--- config.mk ---
export PLATFORM = sky130hd
export DESIGN_NAME = axis_bram_adapter_v1_0_sched
export DESIGN_NICKNAME = d
export VERILOG_FILES = /design/src/rtl/axis_bram_adapter_v1_0_sched.sv
export SDC_FILE = /design/constraint.sdc
export NUM_CORES = 1
export LEC_CHECK = 0
export CAP_MARGIN = 20
export CORE_AREA = 2 2 87 110
export DETAILED_ROUTE_END_ITERATION = 7
export DIE_AREA = 0 0 89 112
export DONT_BUFFER_PORTS = 1
export GPL_TIMING_DRIVEN = 0
export PLACE_DENSITY = 0.5
export RECOVER_POWER = 25
export SKIP_LAST_GASP = 1
export SYNTH_ARGS = -nofsm -noshare
export SYNTH_HDL_FRONTEND = slang
export SYNTH_SLANG_ARGS = --single-unit
--- constraint.sdc ---
create_clock -name clk -period 3.5 [get_ports clk]
set_input_delay 0.7 -clock clk [delete_from_list [all_inputs] [get_ports clk]]
set_output_delay 0.7 -clock clk [all_outputs]
set_load 0.05 [all_outputs]
--- src/rtl/axis_bram_adapter_v1_0_sched.sv ---
// Round-robin transfer scheduler in front of the AXIS/BRAM adapter: grants one of two
// requesters, sequences the adapter reload, gates the stream handshakes and counts words/rows.
module axis_bram_adapter_v1_0_sched #(
  parameter int BRAM_ADDR_LENGTH   = 12,
  parameter int BRAM_WIDTH_IN_WORD = 36
) (
  input  logic                            clk,
  input  logic                            rstn,
  input  logic [1:0]                      req,
  input  logic [1:0]                      req_rw,
  input  logic [2*BRAM_ADDR_LENGTH-1:0]   req_start,
  input  logic [2*BRAM_ADDR_LENGTH-1:0]   req_bound,
  output logic [1:0]                      ack,
  output logic [1:0]                      done,
  output logic                            busy,
  output logic                            rw,
  output logic                            addr_reload,
  output logic [BRAM_ADDR_LENGTH-1:0]     bram_start_index,
  output logic [BRAM_ADDR_LENGTH-1:0]     bram_bound_index,
  input  logic                            stream_in_valid,
  input  logic                            stream_out_accep,
  output logic                            stream_in_en,
  output logic                            stream_out_en
);

  localparam int A = BRAM_ADDR_LENGTH;
  localparam logic [5:0] WORD_LAST = 6'(BRAM_WIDTH_IN_WORD - 1);

  typedef enum logic [2:0] {
    S_IDLE   = 3'd0,
    S_LOAD   = 3'd1,
    S_SETTLE = 3'd2,
    S_RUN    = 3'd3,
    S_DONE   = 3'd4
  } state_t;

  state_t         state_q, state_d;
  logic           rw_q, rw_d;
  logic           addr_reload_q, addr_reload_d;
  logic [A-1:0]   start_q, start_d;
  logic [A-1:0]   bound_q, bound_d;
  logic [A-1:0]   row_q, row_d;
  logic [5:0]     word_q, word_d;
  logic [1:0]     done_q, done_d;
  logic           last_grant_q, last_grant_d;

  logic           grant_s;
  logic [1:0]     ack_s;
  logic           run_s;
  logic           beat_s;

  // Round-robin pick; on contention the requester not served last wins.
  always_comb begin
    if (req == 2'b11) begin
      grant_s = ~last_grant_q;
    end else if (req[1]) begin
      grant_s = 1'b1;
    end else begin
      grant_s = 1'b0;
    end
  end

  // Ack is presented in the IDLE cycle that latches the command.
  always_comb begin
    if ((state_q == S_IDLE) && rstn && (req != 2'b00)) begin
      ack_s = grant_s ? 2'b10 : 2'b01;
    end else begin
      ack_s = 2'b00;
    end
  end

  assign run_s  = (state_q == S_RUN);
  assign beat_s = run_s & (rw_q ? stream_in_valid : stream_out_accep);

  // Next-state and counter logic.
  always_comb begin
    state_d       = state_q;
    rw_d          = rw_q;
    addr_reload_d = 1'b0;
    start_d       = start_q;
    bound_d       = bound_q;
    row_d         = row_q;
    word_d        = word_q;
    done_d        = 2'b00;
    last_grant_d  = last_grant_q;
    case (state_q)
      S_IDLE: begin
        if (req != 2'b00) begin
          rw_d          = req_rw[grant_s];
          start_d       = grant_s ? req_start[2*A-1:A] : req_start[A-1:0];
          bound_d       = grant_s ? req_bound[2*A-1:A] : req_bound[A-1:0];
          last_grant_d  = grant_s;
          addr_reload_d = 1'b1;
          state_d       = S_LOAD;
        end else begin
          state_d = S_IDLE;
        end
      end
      S_LOAD: begin
        word_d  = 6'd0;
        row_d   = start_q;
        state_d = S_SETTLE;
      end
      S_SETTLE: begin
        state_d = S_RUN;
      end
      S_RUN: begin
        if (!beat_s) begin
          state_d = S_RUN;
        end else if (word_q != WORD_LAST) begin
          word_d = word_q + 6'd1;
        end else if (row_q != bound_q) begin
          // Row index wraps naturally at 2^A.
          word_d = 6'd0;
          row_d  = row_q + A'(1'b1);
        end else begin
          state_d = S_DONE;
          done_d  = last_grant_q ? 2'b10 : 2'b01;
        end
      end
      S_DONE: begin
        state_d = S_IDLE;
      end
      default: begin
        state_d = S_IDLE;
      end
    endcase
  end

  // State and output registers.
  always_ff @(posedge clk or negedge rstn) begin
    if (!rstn) begin
      state_q       <= S_IDLE;
      rw_q          <= 1'b0;
      addr_reload_q <= 1'b0;
      start_q       <= '0;
      bound_q       <= '0;
      row_q         <= '0;
      word_q        <= 6'd0;
      done_q        <= 2'b00;
      last_grant_q  <= 1'b1;
    end else begin
      state_q       <= state_d;
      rw_q          <= rw_d;
      addr_reload_q <= addr_reload_d;
      start_q       <= start_d;
      bound_q       <= bound_d;
      row_q         <= row_d;
      word_q        <= word_d;
      done_q        <= done_d;
      last_grant_q  <= last_grant_d;
    end
  end

  assign ack              = ack_s;
  assign done             = done_q;
  assign busy             = (state_q != S_IDLE);
  assign rw               = rw_q;
  assign addr_reload      = addr_reload_q;
  assign bram_start_index = start_q;
  assign bram_bound_index = bound_q;
  assign stream_in_en     = run_s & rw_q;
  assign stream_out_en    = run_s & ~rw_q;

endmodule

==> results.md, run 1 <==
- Outcome: finished, final reports clean
- H-tree depth: 2
- Critical Path End Type: primary output
- Synth-to-Final Area Change: 11.5%
- Area of the multi-input gates: 1410 um2
- Final setup fails: 0
- # rows: 39
- Avg WL per Cell: 18.4 um
- DRT Pass-1 Iters: 4
- Die width: 89 um
- Area share of the largest cell type after synthesis: 0.439
- Inst Count DP: 418
- Place WS: 0.373 ns
- Final TNS setup: 0 ns
- Yosys cell types: 53
- Routed vias/inst: 5.31
- Final Core Density: 0.347
- Port Buffers: 0
- Final hold slack: 0.0950 ns
- RSZ-0062 raised after global routing: no
- Largest net degree at the start of global routing: 53
- Final Power: 2.20 mW
- # hold bufs at CTS: 0
- Max incr delay on CP: 0.57 ns
- First-pass GRT wire length: 12,600 um
- Starting Density: 0.311
- Setup bufs post-CTS: 0
- Layout cells sized above 1: 0.0792
- TritonCTS clock tree: done
- IO Pins: 89
- Fill count: 984
- Sequential area share after synthesis: 0.449
- Fraction of registers with async set/reset: 1.00
- Comb power frac: 0.305
- #FFs+latches synth: 50
- GRT Overall Usage: 0.166
- Via count: 2,260
- CP Class: flop to primary output
- Clock slew at reported path FFs: 0.07 ns
- Power per Cell Area: 708 nW/um2
- Initial detailed-routing violation count: 162
- Antenna viol nets, final: 0
- ANT cells: 0
- Leakage power total: 1.32 nW
- Switching Fraction: 0.393
- Crit-path cells: nor3_1, inv_1, nor2_1, and3b_1
- DRT Wirelength: 7820 um
- Clock share of power: 0.258
- Syn Area/Cell: 9.46 um2
- Post-DP HPWL: 5790 um
- Initial antenna violation count: 0
- Yosys warning total: 0
- Final WS setup: 0.280 ns
- Period utilization: 0.920
- Number of gates resized after CTS: 0
- Core Area: 8980 um2
- Sequential power share: 0.437
- Final Hold Fails: 0
- Achievable frequency: 311 MHz
- Cells after Synth: 295
- Syn Nets: 353
- Vias in the first global route: 2,254
- CTS buffer count: 5
- Critical path required time: 2.80 ns
- Mapped cell area: 2790 um2
- Slew HR: 0.402
- Maxcap violations: 0
- Fin. max-slew vios: 0
- VDD IR max: 0.000299 V
- Finished Cell Area: 3110 um2
- Clock sink count: 50
- Fin crit period: 3.22 ns
- Crit-path max FO: 7
- GRT Residual Overflow: 0
- Routability congestion estimate: 0.863
- Worst setup SP type: flop
- Slew @ Worst Pin: 0.894 ns
- Hold Crit Class: input port to asynchronous set/reset pin
- Pint: 1.34 mW
- Synth top area cells: dfrtp_1 (44%), mux2i_1 (9.7%), nor2_1 (5.9%), a21oi_1 (5.4%), xor2_1 (3.8%)
- Die area: 9970 um2
- Switch Pwr: 0.867 mW
- Clk_skew: 0.00765 ns
- Post-synth top flop: dfrtp_1
- Drt drc: 0
- Clock buffer depth: 2
- Worst Path Arrival: 2.52 ns
- Finished Layout Cells: 426
- Die height: 112 um
- Root Driver: clkbuf_16
- Storage element area: 1250 um2
- Placed cell areas: 2950 um2
- Clock Latency Late Sink: 0.30 ns
- Critical Path Slowest Stage Cell: and3b_1
- Cell accounting for the most synthesized area: dfrtp_1
- Post-synth EDFFs: 0
- NumNets Final: 360
placed cells by master (no fill, tap or decap), types with 2 or more instances in the layout:
| cell | synthesis | routed |
|---|---|---|
| dfrtp_1 | 49 | 49 |
| nor2_1 | 44 | 44 |
| a21oi_1 | 30 | 30 |
| mux2i_1 | 27 | 27 |
| xor2_1 | 12 | 12 |
| nand2_1 | 10 | 10 |
| o21ai_0 | 10 | 10 |
| nor3_1 | 9 | 9 |
| nand3_1 | 9 | 9 |
| clkbuf_1 | 7 | 8 |
| nand4_1 | 7 | 7 |
| o22ai_1 | 7 | 7 |
| inv_1 | 5 | 5 |
| nor4_1 | 5 | 5 |
| clkbuf_16 | 0 | 5 |
| buf_6 | 4 | 4 |
| and3_1 | 4 | 4 |
| or3_1 | 4 | 4 |
| or4_1 | 4 | 4 |
| a31oi_1 | 4 | 4 |
| buf_1 | 3 | 3 |
| buf_2 | 2 | 2 |
| and3b_1 | 2 | 2 |
| mux2_2 | 2 | 2 |
| buf_4 | 2 | 2 |
| and2_1 | 2 | 2 |
| a22oi_1 | 2 | 2 |
| a211oi_1 | 2 | 2 |
| ha_1 | 2 | 2 |
synthesized netlist by cell type, drive strengths merged, types with 4 or more instances:
master	instances
nand4	7
nand2	11
xor2	12
nand3	9
inv	5
dfrtp	49
buf	11
nor3	9
and3	5
nor2	44
a31oi	4
o21ai	11
clkbuf	7
or4	4
mux2i	27
nor4	5
or3	4
a21oi	30
o22ai	7
layout make-up:
class,count,area share
Clock inverter,2,0.0121
Multi-Input combinational cell,222,0.454
Sequential cell,50,0.402
Inverter,5,0.00603
Buffer,18,0.0346
Tap cell,123,0.0495
Clock buffer,6,0.0414
worst max-delay path: cells and delay by family (launching register included):
family	cells	cell delay, ns
buffers and inverters	1	0.35
flip-flops	1	0.44
AND/OR/NAND/NOR	3	1.43
flip-flops by register name, summed over array words and instances (netlist names):
signal            flops
rw                    1
state_q               3
bram_start_index     12
bram_bound_index     12
row_q                12
done                  2
last_grant_q          1
addr_reload           1
word_q                6
cells by family (layout without fill, tap and decap cells):
group | after synthesis | count (layout) | synth area share
XOR/XNOR | 12 | 12 | 0.0377
multiplexers | 29 | 29 | 0.105
adder cells (fa/ha/maj) | 2 | 2 | 0.00896
AO/OA/AOI/OAI | 70 | 70 | 0.156
buffers and inverters | 23 | 31 | 0.0453
flip-flops | 50 | 50 | 0.449
AND/OR/NAND/NOR | 109 | 109 | 0.198
power by group through the flow:
| stage | Sequential, mW | Combinational [mW] | Clock, mW |
|---|---|---|---|
| 3_3_place_gp | 0.974 | 0.659 | 0 |
| 5_1_grt | 0.987 | 0.775 | 0.603 |
| 2_1_floorplan | 0.919 | 0.559 | 0 |
| 6_report | 0.963 | 0.671 | 0.569 |
| 3_5_place_dp | 0.975 | 0.668 | 0 |
| 4_1_cts | 0.964 | 0.673 | 0.574 |
final timing paths:
path	slack (ns)	endpoint	depth (start not counted)	from
worst max-delay path	0.28	ack[0]	4	state_q[0]
worst min-delay path	0.09	row_q[6]	0	rstn
worst max register to register	1.04	bram_start_index[6]	5	state_q[0]
worst min register to register	0.51	word_q[4]	1	word_q[4]
max in group asynchronous	3.22	last_grant_q	0	rstn
min in group clk	0.46	last_grant_q	1	req[0]
per-layer routing:
metal  GRT usage  routed length [um]  up-vias  part of all wire
met5           0                   0        -                 0
met3      0.0371                 416       10             0.053
met1       0.223                3330     1081              0.43
met4      0.0557                 160        0             0.020
met2       0.262                3910       80              0.50
li1            -                   -     1089                 -
Note: power is estimated with default switching activity, not from simulation.
==> inputs of run 2 (changes only) <==
CTS_CLUSTER_DIAMETER = 200   (was default)
PLACE_DENSITY = default   (was 0.5)
clock period = 3.7 ns   (was 3.5 ns; I/O delays follow)
==> run 2 against run 1 <==
Net effect:
- sequential power fell by 5.2%
- final cell count did not move
- hold slack improved by 0.039 ns
- wire length fell by 0.50%
- highest routed layer unchanged
- clock-buffer cell count did not move
- total power fell by 5.4%
- worst setup slack improved by 0.11 ns
- largest cell class unchanged
==> results.md, run 2 (synthesis results as in run 1) <==
- # rows: 39
- Final setup fails: 0
- CP Class: flop to primary output
- Achievable frequency: 302 MHz
- Via count: 2,354
- Clock buffer depth: 2
- Die width: 89 um
- Drt drc: 0
- Inst Count DP: 418
- Number of gates resized after CTS: 0
- Synth-to-Final Area Change: 11.5%
- Power per Cell Area: 670 nW/um2
- Fin crit period: 3.31 ns
- Slew @ Worst Pin: 0.873 ns
- Layout cells sized above 1: 0.0792
- Finished Layout Cells: 426
- # hold bufs at CTS: 0
- Worst setup SP type: flop
- Routed vias/inst: 5.53
- Outcome: finished, final reports clean
- Setup bufs post-CTS: 0
- Worst Path Arrival: 2.57 ns
- Starting Density: 0.311
- Slew HR: 0.416
- TritonCTS clock tree: done
- Critical Path Slowest Stage Cell: and3b_1
- Largest net degree at the start of global routing: 53
- IO Pins: 89
- Root Driver: clkbuf_16
- H-tree depth: 2
- Critical Path End Type: primary output
- Core Area: 8980 um2
- Port Buffers: 0
- Initial antenna violation count: 0
- Clock slew at reported path FFs: 0.07 ns
- GRT Overall Usage: 0.165
- Final TNS setup: 0 ns
- CTS buffer count: 5
- Routability congestion estimate: 0.888
- Fin. max-slew vios: 0
- Critical path required time: 2.96 ns
- Crit-path max FO: 7
- VDD IR max: 0.000208 V
- Vias in the first global route: 2,286
- Clk_skew: 0.00890 ns
- Hold Crit Class: input port to asynchronous set/reset pin
- ANT cells: 0
- DRT Pass-1 Iters: 4
- Die area: 9970 um2
- Period utilization: 0.894
- Maxcap violations: 0
- Clock Latency Late Sink: 0.30 ns
- Most common cell after layout, fill and taps aside: dfrtp_1
- Delay-heaviest family, CP: simple AND/OR/NAND/NOR gates
- Post-DP HPWL: 5680 um
- Max incr delay on CP: 0.57 ns
- Initial detailed-routing violation count: 210
- First-pass GRT wire length: 12,500 um
- Avg WL per Cell: 18.3 um
- DRT Wirelength: 7780 um
- Die height: 112 um
- Final Core Density: 0.347
- RSZ-0062 raised after global routing: no
- Antenna viol nets, final: 0
- GRT Residual Overflow: 0
- CP bufs+invs: 1
- Clock sink count: 50
- Final Hold Fails: 0
- NumNets Final: 360
- Commonest non-fill, non-tap cells in the layout: dfrtp_1 (49), nor2_1 (44), a21oi_1 (30)
- Leakage power total: 1.32 nW
- Crit-path cells: nor3_1, inv_1, nor2_1, and3b_1
run 2: cell counts in the layout (fill, tap and decap cells not counted):
Identical to the previous run, type by type.
run 2: cell type report:
cell class	count	area [um2]
Clock inverter	2	37.5
Tap cell	123	154
Multi-Input combinational cell	222	1410
Clock buffer	6	129
Fill cell	955	5870
Sequential cell	50	1250
Inverter	5	18.8
Buffer	18	108
run 2: power by group:
group          internal [mW]  leakage, nW  switching, mW
Combinational          0.286        0.685          0.349
Clock                  0.320       0.0771          0.216
Sequential             0.659        0.561          0.254
Total                   1.26         1.32          0.819
run 2: final timing paths:
kind | from | end | slack [ns] | cells after the start
worst max register to register | state_q[1] | bram_start_index[8] | 1.20 | 6
worst max-delay path | state_q[1] | ack[0] | 0.39 | 4
worst min register to register | word_q[4] | word_q[4] | 0.50 | 1
min in group clk | req[0] | last_grant_q | 0.50 | 1
max in group asynchronous | rstn | last_grant_q | 3.37 | 0
worst min-delay path | rstn | bram_start_index[7] | 0.13 | 0
run 2: routing by layer:
layer,track usage,vias to the layer above,part of all wire
met5,0,-,0
met4,0.0478,0,0.014
met3,0.0415,9,0.064
met2,0.267,77,0.51
met1,0.215,1166,0.41
li1,-,1102,-
run 2: stage by stage:
stage / power, mW / area (um2) / hold WS, ns / worst slack [ns]
floorplan: 1.40 / 2790 / 0.444 / 0.892
global placement: 1.54 / 2950 / 0.448 / 0.521
detailed placement: 1.56 / 2950 / 0.448 / 0.489
CTS: 2.10 / 3110 / 0.126 / 0.387
global route: 2.23 / 3110 / 0.117 / 0.269
finish: 2.08 / 3110 / 0.134 / 0.392
